**src/rtl/pkt_demux.sv**
```systemverilog
// rtl/pkt_demux.sv - registered 1-to-N packet demultiplexer
//
// Routes each whole packet from one valid/ready input stream to the output
// port named by s_sel on the packet's first beat. One output register stage.
//
// Ports:
//   clk, rst_n            clock (rising edge), asynchronous active-low reset
//   s_valid/s_ready       input beat handshake
//   s_data, s_last        input beat data and end-of-packet flag
//   s_sel                 destination, sampled on the first beat only
//   m_valid[N_OUT]        per-output valid, at most one bit set
//   m_ready[N_OUT]        per-output ready
//   m_data, m_last        shared output beat, meaningful where m_valid is set
//   busy                  a packet is open (first beat taken, last not yet)
//   cur_dest              locked destination of the open packet
//   sel_err               one-cycle pulse after a first beat with s_sel >= N_OUT
//
// Parameters: DATA_W beat width, N_OUT ports (2..16), SEL_W with 2**SEL_W >= N_OUT.

module pkt_demux #(
  parameter int DATA_W = 8,
  parameter int N_OUT  = 4,
  parameter int SEL_W  = 2
) (
  input  logic              clk,
  input  logic              rst_n,
  input  logic              s_valid,
  output logic              s_ready,
  input  logic [DATA_W-1:0] s_data,
  input  logic              s_last,
  input  logic [SEL_W-1:0]  s_sel,
  output logic [N_OUT-1:0]  m_valid,
  input  logic [N_OUT-1:0]  m_ready,
  output logic [DATA_W-1:0] m_data,
  output logic              m_last,
  output logic              busy,
  output logic [SEL_W-1:0]  cur_dest,
  output logic              sel_err
);

  typedef enum logic {
    IDLE  = 1'b0,
    ROUTE = 1'b1
  } state_t;

  state_t              state_q, state_d;
  logic [SEL_W-1:0]    cur_dest_q, cur_dest_d;
  logic                ovalid_q, ovalid_d;
  logic [SEL_W-1:0]    odest_q, odest_d;
  logic [DATA_W-1:0]   odata_q, odata_d;
  logic                olast_q, olast_d;
  logic                sel_err_q, sel_err_d;

  logic                sel_ready;
  logic                first_beat;
  logic [SEL_W-1:0]    dest_in;
  logic                drop;
  logic                accept;

  // Ready of the port currently held in the output register; other ports'
  // ready bits never influence the handshake.
  always_comb begin
    sel_ready = 1'b0;
    for (int i = 0; i < N_OUT; i++) begin
      if (int'(odest_q) == i) sel_ready = m_ready[i];
    end
  end

  assign first_beat = (state_q == IDLE);
  assign dest_in    = first_beat ? s_sel : cur_dest_q;
  // Beats headed for a non-existent port are swallowed without touching the
  // output register, so they must not wait on it either.
  assign drop       = (int'(dest_in) >= N_OUT);
  assign s_ready    = drop || !ovalid_q || sel_ready;
  assign accept     = s_valid && s_ready;

  always_comb begin
    state_d    = state_q;
    cur_dest_d = cur_dest_q;
    ovalid_d   = ovalid_q;
    odest_d    = odest_q;
    odata_d    = odata_q;
    olast_d    = olast_q;
    sel_err_d  = 1'b0;

    if (ovalid_q && sel_ready) ovalid_d = 1'b0;

    // A load in the same cycle as a drain overrides the clear above, which
    // gives one beat per cycle and no bubble between packets.
    if (accept) begin
      if (!drop) begin
        ovalid_d = 1'b1;
        odest_d  = dest_in;
        odata_d  = s_data;
        olast_d  = s_last;
      end
      if (first_beat) begin
        sel_err_d = drop;
        if (!s_last) begin
          state_d    = ROUTE;
          cur_dest_d = s_sel;
        end
      end else if (s_last) begin
        state_d = IDLE;
      end
    end
  end

  always_ff @(posedge clk or negedge rst_n) begin
    if (!rst_n) begin
      state_q    <= IDLE;
      cur_dest_q <= '0;
      ovalid_q   <= 1'b0;
      odest_q    <= '0;
      odata_q    <= '0;
      olast_q    <= 1'b0;
      sel_err_q  <= 1'b0;
    end else begin
      state_q    <= state_d;
      cur_dest_q <= cur_dest_d;
      ovalid_q   <= ovalid_d;
      odest_q    <= odest_d;
      odata_q    <= odata_d;
      olast_q    <= olast_d;
      sel_err_q  <= sel_err_d;
    end
  end

  always_comb begin
    m_valid = '0;
    for (int i = 0; i < N_OUT; i++) begin
      m_valid[i] = ovalid_q && (int'(odest_q) == i);
    end
  end

  assign m_data   = odata_q;
  assign m_last   = olast_q;
  assign busy     = (state_q == ROUTE);
  assign cur_dest = cur_dest_q;
  assign sel_err  = sel_err_q;

  a_onehot_valid : assert property (@(posedge clk) disable iff (!rst_n)
    $onehot0(m_valid));

  // Inside a packet the beat goes to the locked port whatever s_sel says.
  a_locked_dest : assert property (@(posedge clk) disable iff (!rst_n)
    (state_q == ROUTE && accept && !drop) |=> (odest_q == $past(cur_dest_q)));

endmodule
```
**config.mk**
```make
export PLATFORM = sky130hd
export DESIGN_NAME = pkt_demux
export DESIGN_NICKNAME = d
export VERILOG_FILES = /design/src/rtl/pkt_demux.sv
export SDC_FILE = /design/constraint.sdc
export NUM_CORES = 1
export LEC_CHECK = 0
export CAP_MARGIN = 5
export CORE_MARGIN = 4
export CORE_UTILIZATION = 37
export DETAILED_ROUTE_END_ITERATION = 16
export PLACE_DENSITY = 0.77
export REMOVE_ABC_BUFFERS = 1
export SLEW_MARGIN = 0
export SYNTH_ARGS = -nofsm -noshare
export SYNTH_HDL_FRONTEND = slang
export SYNTH_SLANG_ARGS = --single-unit
```
**constraint.sdc**
```tcl
create_clock -name clk -period 2.17 [get_ports clk]
set_input_delay 0.434 -clock clk [delete_from_list [all_inputs] [get_ports clk]]
set_output_delay 0.434 -clock clk [all_outputs]
set_load 0.03 [all_outputs]
```
After elaboration in Yosys (flattened, before gate mapping):

Index checks and enable logic that the tools add are counted.

* output and inout port bits: 18
* word-level logic and storage cells: 30
* register bits: 15
* input port bits: 18

* bitwise operators: 2
* equal/unequal tests: 3
* reduce and logical (&&, ||, !) cells: 11
* mux-type cells: 8

Operators by type and width (number)
* two-way mux 1 bit: 7
* logical AND 1 bit: 6
* == test 2 bit (second input constant): 2
* AND reduction 3 bit: 1
* == test 2 x 1 -> 1 bit (second input constant): 1
* zero test 2 bit: 1
* two-way mux 2 bit: 1
* NOT 1 bit: 2
* nonzero test 2 bit: 1
* zero test 1 bit: 1
* logical OR 1 bit: 1

Depth between registers and ports, before layout:

Gate-level depths: netlist of the first run.

* depth after elaboration: 8
* gate-level depth with buffers: 5
* mapped depth without buffers: 4

Least setup slack after synthesis of the first run:

Ideal clock, no wire load.

* kind: flip-flop to flip-flop
* from: reg odest_q[1]
* to: reg odata_q[3] (netlist: m_data[3])
* required time: 2.045 ns
* path slack: 0.479 ns
* arrival: 1.566 ns
* path buffers: 1
* cell stages (with the launch flop): 5
* cells stage by stage: dfrtp_1 -> mux2_4 -> o221ai_2 -> buf_2 -> mux2_2

* word-level cells in the longest chain between the ends: 7
* elaborated cells on any way between the ends: 10
* classes of those cells: eq/ne (3); mux (4); reduce/logical (3)

RTL lines
* start: declaration: line 49 `logic [SEL_W-1:0] odest_q, odest_d;`
* start signal: assignment: line 122 `odest_q <= odest_d;`
* zero test 2 bit: line 65 `if (int'(odest_q) == i) sel_ready = m_ready[i];`
* two-way mux 1 bit (3 in a row): line 65
* two-way mux 1 bit *: line 65
* logical OR 1 bit *: line 74 `assign s_ready = drop || !ovalid_q || sel_ready;`
* logical AND 1 bit *: line 75 `assign accept = s_valid && s_ready;`
* end signal: assignment: line 123 `odata_q <= odata_d;`
* end: declaration: line 50 `logic [DATA_W-1:0] odata_q, odata_d;`

Every way passes the cells marked *; elsewhere a longest branch is shown, timed or not.
A chain may end at the register's enable or synchronous reset.

Final worst setup path of the first run:

* from: in m_ready[1]
* to: out s_ready

* word-level cells in the longest chain between the ends: 4

RTL lines
* start: declaration: line 33 `input logic [N_OUT-1:0] m_ready,`
* two-way mux 1 bit (3 in a row): line 65
* logical OR 1 bit: line 74
* end: declaration: line 28 `output logic s_ready,`

No other way between the ends.

==> results of run 1 <==
routing by layer:
layer  wire length [µm]  vias up
met5                  0        -
met4                 15        0
met3                161        2
met2                748       24
met1                603      249
li1                   -      258
final cells by class:
cell class	instances	share of cell area, %
sequential	15	34.1
clock inverter	1	0.454
timing repair buffer	39	34.8
tap	25	2.84
inverter	1	0.341
clock buffer	3	2.04
multi-input combinational	32	25.4
logic make-up (layout without fill, tap and decap cells):
family	after synthesis	after routing
AOI/OAI and AO/OA	6	6
DFF	15	15
and+or+nand+nor	10	10
other	1	1
muxes	15	15
buffers and inverters	3	44
cell usage in the layout (no fill, tap or decap):
cell type,n
inv_1,1
nor2_1,4
or3_4,1
dlymetal6s2s_1,3
mux2_2,9
a21oi_1,1
dlygate4sd2_1,1
o21ai_0,2
clkbuf_4,3
conb_1,1
buf_4,5
clkinv_2,1
clkdlybuf4s50_1,30
dfrtp_1,15
mux2_4,4
o221ai_2,1
nand2_1,3
mux2i_1,2
a31oi_1,1
o22a_1,1
nand2b_1,2
critical path: cells and delay by family:
family                 cells  cell delay [ps]
buffers and inverters      2              780
AO/OA/AOI/OAI              1              210
multiplexers               1              280
sequential cells by signal, summed over array words and instances, names as in the netlist:
name and cells:
m_data 8, cur_dest 2, odest_q 2, busy 1
m_last 1, ovalid_q 1
power groups by stage:
| stage | registers [µW] | logic (µW) | clock network [µW] |
|---|---|---|---|
| after floorplan | 698 | 331 | 0 |
| after global placement | 492 | 935 | 0 |
| after detailed placement | 504 | 945 | 0 |
| after CTS | 498 | 942 | 165 |
| after global routing | 520 | 978 | 179 |
| final | 496 | 927 | 154 |
per-stage QoR:
stage          hold WS [ps]  worst slack [ps]  instances
4_1_cts                 514              9.50        116
2_1_floorplan           138               333         48
3_3_place_gp            479              -163        112
5_1_grt                 537            -0.713        116
3_5_place_dp            493              -207        112
6_report                510              31.7        116
path summary, 6_finish.rpt:
path                                      endpoint                    from
min in group asynchronous    m_data[0]$_DFFE_PN0P_                   rst_n
setup reg to reg             m_data[5]$_DFFE_PN0P_  odest_q[1]$_DFFE_PN0P_
max in group asynchronous  cur_dest[1]$_DFFE_PN0P_                   rst_n
setup / recovery                           s_ready              m_ready[1]
hold reg to reg              m_data[0]$_DFFE_PN0P_   m_data[0]$_DFFE_PN0P_
hold / removal               m_data[0]$_DFFE_PN0P_   m_data[0]$_DFFE_PN0P_
==> metrics.cfg, run 1 <==
[sta]
fmax_mhz = 468
period_minus_slack_ps = 2140
max_slew_margin_pct = 56.1
drv_slew = 0
setup_tns_ps = 0
finalHoldViolCount = 0
finalSetupViolations = 0
finalCritPeriodShare_pct = 98.5
tightest_slew_ps = 656
skew_ps = 2.56

[worst_setup_path]
crit_path_top_delay_cell = clkdlybuf4s50_1
crit_chain = clkdlybuf4s50_1 -> mux2_4 -> o22a_1 -> dlygate4sd2_1
start_kind = input port
critPathCaptureType = output port
arrival_ps = 1700
path_class = in -> out
required_ps = 1740
crit_path_max_incr_delay_ps = 420
reg2reg_depth = 5
rrSetupSlack_ps = 350
cp_max_fo = 2

[logic_synthesis]
synth_most_common_cell = dfrtp_1
synth_compound_area_share_pct = 6.70
ys_async_sr_fraction_pct = 100
synthTopCellsByCount = dfrtp_1 (15), mux2_2 (9), mux2_4 (4), nor2_1 (4), nand2_1 (3)
synth_top_family_by_area = multiplexers
synth_warnings = 0
ys.flop_type = dfrtp_1
ys_top_cells_by_area = dfrtp_1 (56%), mux2_2 (15%), mux2_4 (8.9%)
yosysSeqAreaShare_pct = 55.9
synth_xor_area_share_pct = 0
synthSimpleGateAreaFrac_pct = 7.45
synth_edf_count = 0
postSynthCellCount = 50
muxShareOfSynthArea_pct = 27.0
synth_top_area_share_pct = 55.9
yosysTopAreaCell = dfrtp_1
yosysUniqueCellTypes = 17
ys_ff_latch = 15
synthAdderAreaFrac_pct = 0
syn_area_um2 = 672
avgSynthCellArea_um2 = 13.4

[route]
ant_nets = 0
wire_per_inst_um = 13.2
via_per_inst = 4.59
drt-pass1-iter-count = 4
drt_iter0_drc = 5
routed_wl_mm = 1.53
drc_errors = 0
vias = 533

[global_route]
busiest_layer = met2
grt_pass1_vias = 521
gr-total-overflow = 0
use_met1_pct = 13.7
antenna_found_initial = 0
track_usage_pct = 12.8
met2_usage_pct = 21.1
grt_pass1_wl_mm = 2.35
use_met3_pct = 4.15
grt_max_degree = 16

[clocking]
htreeDepth = 1
clk_pin_slew_worst_paths_ps = 90
root_buffer = clkbuf_4
clock-sinks = 15
cts_tree = built
clock_path_buffers = 2
cts_buffers = 3
post_cts_buffers = 0
hold_buffers = 0
clk_latency_ps = 280
cts_resized = 1

[placement]
io_buffers = 34
gp_congestion = 0.733
dp_hpwl_mm = 1.21
placed_cell_area_mm2 = 0.00107

[final_layout]
areaGrowthSynthToFinish_pct = 64.1
drive_above_1_share_pct = 26.4
final_util_pct = 63.8
fillers = 153
fin_area_mm2 = 0.00110
fin_nets = 110
antenna_cells = 0
multiInputGateArea_um2 = 280
regArea_um2 = 375

[pwr]
ir_drop_uv = 654
power_switching_uw = 655
p_int_uw = 921
swShare_pct = 41.6
combPwrFrac_pct = 58.8
clkPwrFrac_pct = 9.8
powerDensity_mw_per_mm2 = 1430
p_leak_uw = 0.000518
total_power_uw = 1580
pwr-share-seq_pct = 31.4

[floorplan]
die_x_um = 50.6
die_h_um = 50.6
initial_core_util_pct = 38.9
die-area_mm2 = 0.00256
fp.coreArea_mm2 = 0.00173
ioPinCount = 36
row_count = 15

[hold_path]
hold_depth = 1
hp-class = reg -> reg

[outcome]
status = finished, final reports clean

[flow_run]
maxCapViolations = 0

Note: power is estimated with default switching activity, not from simulation.
==> inputs of run 2 (changes only) <==
Settings changed: CORE_MARGIN 4 to unset.
==> run 2 against run 1 <==
- flip-flop and latch count did not move
- global-route usage rose by 3.2 points
- combinational power rose by 0.4%
- highest routed layer unchanged
==> metrics.cfg, run 2 (synthesis gave the netlist of run 1 again) <==
[placement]
io_buffers = 34
dp_hpwl_mm = 1.08
gp_congestion = 0.671
dp_slack_ps = -197

[worst_setup_path]
required_ps = 1740
rrSetupSlack_ps = 290
arrival_ps = 1690
start_kind = input port
cp_max_fo = 2
path_class = in -> out
r2r-end = m_data[2]$_DFFE_PN0P_
critPathCaptureType = output port
reg2reg_depth = 5
startpoint = m_ready[1]
reg2reg_from = odest_q[1]$_DFFE_PN0P_

[floorplan]
die_x_um = 44.6
row_count = 15
die-area_mm2 = 0.00199
die_h_um = 44.6
fp.coreArea_mm2 = 0.00171
ioPinCount = 36
initial_core_util_pct = 39.3

[sta]
period_minus_slack_ps = 2120
finalSetupViolations = 0
finalCritPeriodShare_pct = 97.9
finalHoldViolCount = 0
fmax_mhz = 471
setup_ws_ps = 46.4
setup_tns_ps = 0
max_slew_margin_pct = 57.1
skew_ps = 2.88
hold_slack_ps = 508
rsz0062_at_grt = false
tightest_slew_ps = 641
drv_slew = 0

[route]
via_per_inst = 4.61
ant_nets = 0
drc_errors = 0
vias = 539
drt-pass1-iter-count = 4
routed_wl_mm = 1.36
wire_per_inst_um = 11.6
drt_iter0_drc = 8

[flow_run]
maxCapViolations = 0

[global_route]
grt_pass1_vias = 530
grt_max_degree = 16
antenna_found_initial = 0
track_usage_pct = 16.0
gr-total-overflow = 0
grt_pass1_wl_mm = 2.26

[clocking]
clock_path_buffers = 2
root_buffer = clkbuf_4
clk_latency_ps = 280
htreeDepth = 1
clk_pin_slew_worst_paths_ps = 80
cts_buffers = 3
cts_tree = built
clock-sinks = 15

[final_layout]
drive_above_1_share_pct = 26.1
final_cell_mix = clkdlybuf4s50_1 (31), dfrtp_1 (15), mux2_2 (9)
fillers = 144
areaGrowthSynthToFinish_pct = 64.6
largest_reg_flops = 8
fin_nets = 111
antenna_cells = 0
final_common_cell = clkdlybuf4s50_1

[pwr]
powerDensity_mw_per_mm2 = 1430
p_leak_uw = 0.000502
ir_drop_uv = 891

[hold_path]
whs_endpoint = odest_q[0]$_DFFE_PN0P_
hp-start = odest_q[0]$_DFFE_PN0P_
hold_depth = 2
hp-class = reg -> reg

[outcome]
status = finished, final reports clean

-- run 2: per-layer routing --
layer | global-route usage, % | vias up | wire length [µm]
met3 | 5.71 | 3 | 132
li1 | - | 256 | -
met2 | 25.6 | 27 | 642
met5 | 0 | - | 0
met1 | 18.6 | 253 | 563
met4 | 9.09 | 0 | 25
-- run 2: how the worst max path moves through the flow --
stage / end / slack, ps
after floorplan: cur_dest[0]$_DFFE_PN0P_ / 330
after global placement: s_ready / -160
after detailed placement: s_ready / -200
after CTS: m_valid[2] / 20
after global routing: s_ready / 20
final: s_ready / 50
-- run 2: worst max-delay path, cell delays in order --
cell	delay, ps
clkdlybuf4s50_1	410
mux2_4	270
o22a_1	210
dlygate4sd2_1	360
-- run 2: cell type report --
class	count	area [µm²]	share of cell area [%]
repair buffers	40	389	35.2
well taps	25	31.3	2.83
clock buffers	4	26.3	2.38
multi-input cells	32	280	25.3
flip-flops and latches	15	375	33.9
inverters	1	3.75	0.339
-- run 2: timing repair --
| item | in CTS | in global routing |
|---|---|---|
| setup buffers | 0 | 0 |
| hold buffers | 0 | 0 |
| endpoints found under the setup margin | 1 | 2 |
| resized for setup | 1 | 2 |
| pin swaps | 0 | 0 |
| hold endpoints to repair | 0 | 0 |
-- run 2: stage by stage --
step,instances,instance area [µm²],power [µW],util [%]
2_1_floorplan,48,659,1030,-
3_3_place_gp,113,1080,1430,63.0
3_5_place_dp,113,1080,1450,63.0
4_1_cts,117,1100,1600,64.5
5_1_grt,117,1110,1670,64.8
6_report,117,1110,1580,64.8
-- run 2: power by group --
| part | total (µW) | leakage, µW | internal, µW | switching (µW) |
|---|---|---|---|---|
| combinational | 931 | 0.000312 | 455 | 476 |
| clock | 156 | 0.0000150 | 71.4 | 84.8 |
| sequential | 494 | 0.000176 | 404 | 90.0 |
| total | 1580 | 0.000502 | 931 | 650 |
==> inputs of run 3 (changes only) <==
Settings changed: CTS_BUF_LIST set to sky130_fd_sc_hd__clkbuf_16.
==> run 3 against run 2 <==
- core utilization is 2.8 points higher
- clock power is 120% higher
- design area is 4.3% higher
- global-route usage is 0.12 points higher
- largest power group unchanged
- total power is 12% higher
- setup slack hardly changed
- non-clock buffer count stayed put
- critical path type unchanged
- highest routed layer unchanged
- final cell count stayed put
- critical endpoint unchanged
==> metrics.cfg, run 3 (synthesis gave the netlist of run 1 again) <==
[outcome]
status = finished, final reports clean

[floorplan]
ioPinCount = 36
fp.coreArea_mm2 = 0.00171
row_count = 15
die_h_um = 44.6
die_x_um = 44.6
die-area_mm2 = 0.00199
initial_core_util_pct = 39.3

[clocking]
clock-sinks = 15
cts_buffers = 3
post_cts_buffers = 0
root_buffer = clkbuf_16
cts_tree = built
clk_pin_slew_worst_paths_ps = 40
clock_path_buffers = 2
htreeDepth = 1
clk_latency_ps = 240
hold_buffers = 0
cts_resized = 1

[placement]
placed_cell_area_mm2 = 0.00108
gp_congestion = 0.671
dp_hpwl_mm = 1.08
io_buffers = 34
numPlacedInstances = 113

[sta]
finalSetupViolations = 0
tightest_slew_ps = 641
max_slew_margin_pct = 57.1
skew_ps = 1.25
rsz0062_at_grt = false
finalCritPeriodShare_pct = 97.9
drv_slew = 0
period_minus_slack_ps = 2120
finalHoldViolCount = 0
fmax_mhz = 471

[worst_setup_path]
r2r-end = m_data[2]$_DFFE_PN0P_
crit_chain = clkdlybuf4s50_1 -> mux2_4 -> o22a_1 -> dlygate4sd2_1
cp_max_fo = 2
reg2reg_from = odest_q[1]$_DFFE_PN0P_
rrSetupSlack_ps = 290
critPathCaptureType = output port
reg2reg_depth = 5
path_class = in -> out
start_kind = input port
crit_path_max_incr_delay_ps = 410
crit_path_top_delay_cell = clkdlybuf4s50_1
crit_buf_inv = 2
critical-path-top-delay-family = buffers and inverters
required_ps = 1740
worstSetupPathDepth = 4
arrival_ps = 1690

[final_layout]
drive_above_1_share_pct = 26.1
multiInputGateArea_um2 = 280
fin_area_mm2 = 0.00115
antenna_cells = 0
fin_nets = 111
final_util_pct = 67.5
final_common_cell = clkdlybuf4s50_1
largest_reg_flops = 8
final_cell_mix = clkdlybuf4s50_1 (33), dfrtp_1 (15), mux2_2 (9)
regArea_um2 = 375
areaGrowthSynthToFinish_pct = 71.7
fillers = 133
stdcell_count = 117

[route]
wire_per_inst_um = 11.9
drt_iter0_drc = 11
ant_nets = 0
routedLengthMet1_um = 586
vias = 544
top_layer = met4
drt-pass1-iter-count = 4
via_per_inst = 4.65
routed_wl_mm = 1.40
drc_errors = 0
wl_met3_um = 122
met2_length_um = 678

[hold_path]
whs_endpoint = odest_q[0]$_DFFE_PN0P_
hp-start = odest_q[0]$_DFFE_PN0P_
hold_depth = 2
hp-class = reg -> reg

[pwr]
p_int_uw = 1110
powerDensity_mw_per_mm2 = 1540
ir_drop_uv = 901
p_leak_uw = 0.000501
pwr-share-seq_pct = 28.0
power_switching_uw = 670
clkPwrFrac_pct = 19.3
swShare_pct = 37.7
combPwrFrac_pct = 52.7

[global_route]
track_usage_pct = 16.1
grt_max_degree = 16
gr-total-overflow = 0
grt_pass1_wl_mm = 2.30
antenna_found_initial = 0
grt_pass1_vias = 538

[flow_run]
maxCapViolations = 0

run 3: cell count changes in the layout (fill, tap and decap cells not counted):
cell and delta:
clkbuf_1 -1, clkdlybuf4s50_1 +2, inv_1 +1, clkbuf_4 -3
clkbuf_16 +3, dlymetal6s2s_1 -2
run 3: worst max path at each step:
| stage | startpoint | endpoint | slack [ps] |
|---|---|---|---|
| after floorplan | odest_q[1]$_DFFE_PN0P_ | cur_dest[0]$_DFFE_PN0P_ | 330 |
| after global placement | m_ready[1] | s_ready | -160 |
| after detailed placement | m_ready[1] | s_ready | -200 |
| after CTS | m_ready[1] | s_ready | 40 |
| after global routing | m_ready[1] | s_ready | 20 |
| final | m_ready[1] | s_ready | 50 |
run 3: metal layers:
| layer | global-route usage, % | up-vias |
|---|---|---|
| met2 | 27.1 | 26 |
| met5 | 0 | - |
| li1 | - | 258 |
| met1 | 18.1 | 258 |
| met4 | 5.45 | 0 |
| met3 | 7.35 | 2 |
run 3: worst register-to-register path, cell delays in order, from the launching register on:
cell and delay [ps]:
dfrtp_1 450, mux2_4 330, buf_4 130, o221ai_2 300, buf_4 210, mux2_2 330
run 3: area by class of cell:
type                       count  share of cell area (%)
timing repair buffer          40                    33.3
sequential                    15                    32.5
multi-input combinational     32                    24.3
clock buffer                   3                    6.51
tap                           25                    2.71
clock inverter                 1                   0.325
inverter                       1                   0.325
run 3: through the flow:
stage	setup slack [ps]	hold slack (ps)	power [µW]	TNS, ps
global placement	-158	486	1430	-211
finish	46.6	500	1780	0
CTS	41.2	508	1800	0
floorplan	333	138	1030	0
global route	24.7	516	1860	0
detailed placement	-197	497	1450	-583
run 3: power groups by stage:
stage          combinational (µW)  sequential, µW  clock [µW]
2_1_floorplan                 331             698           0
3_3_place_gp                  936             493           0
3_5_place_dp                  947             501           0
4_1_cts                       947             500         350
5_1_grt                       990             514         359
6_report                      938             498         342
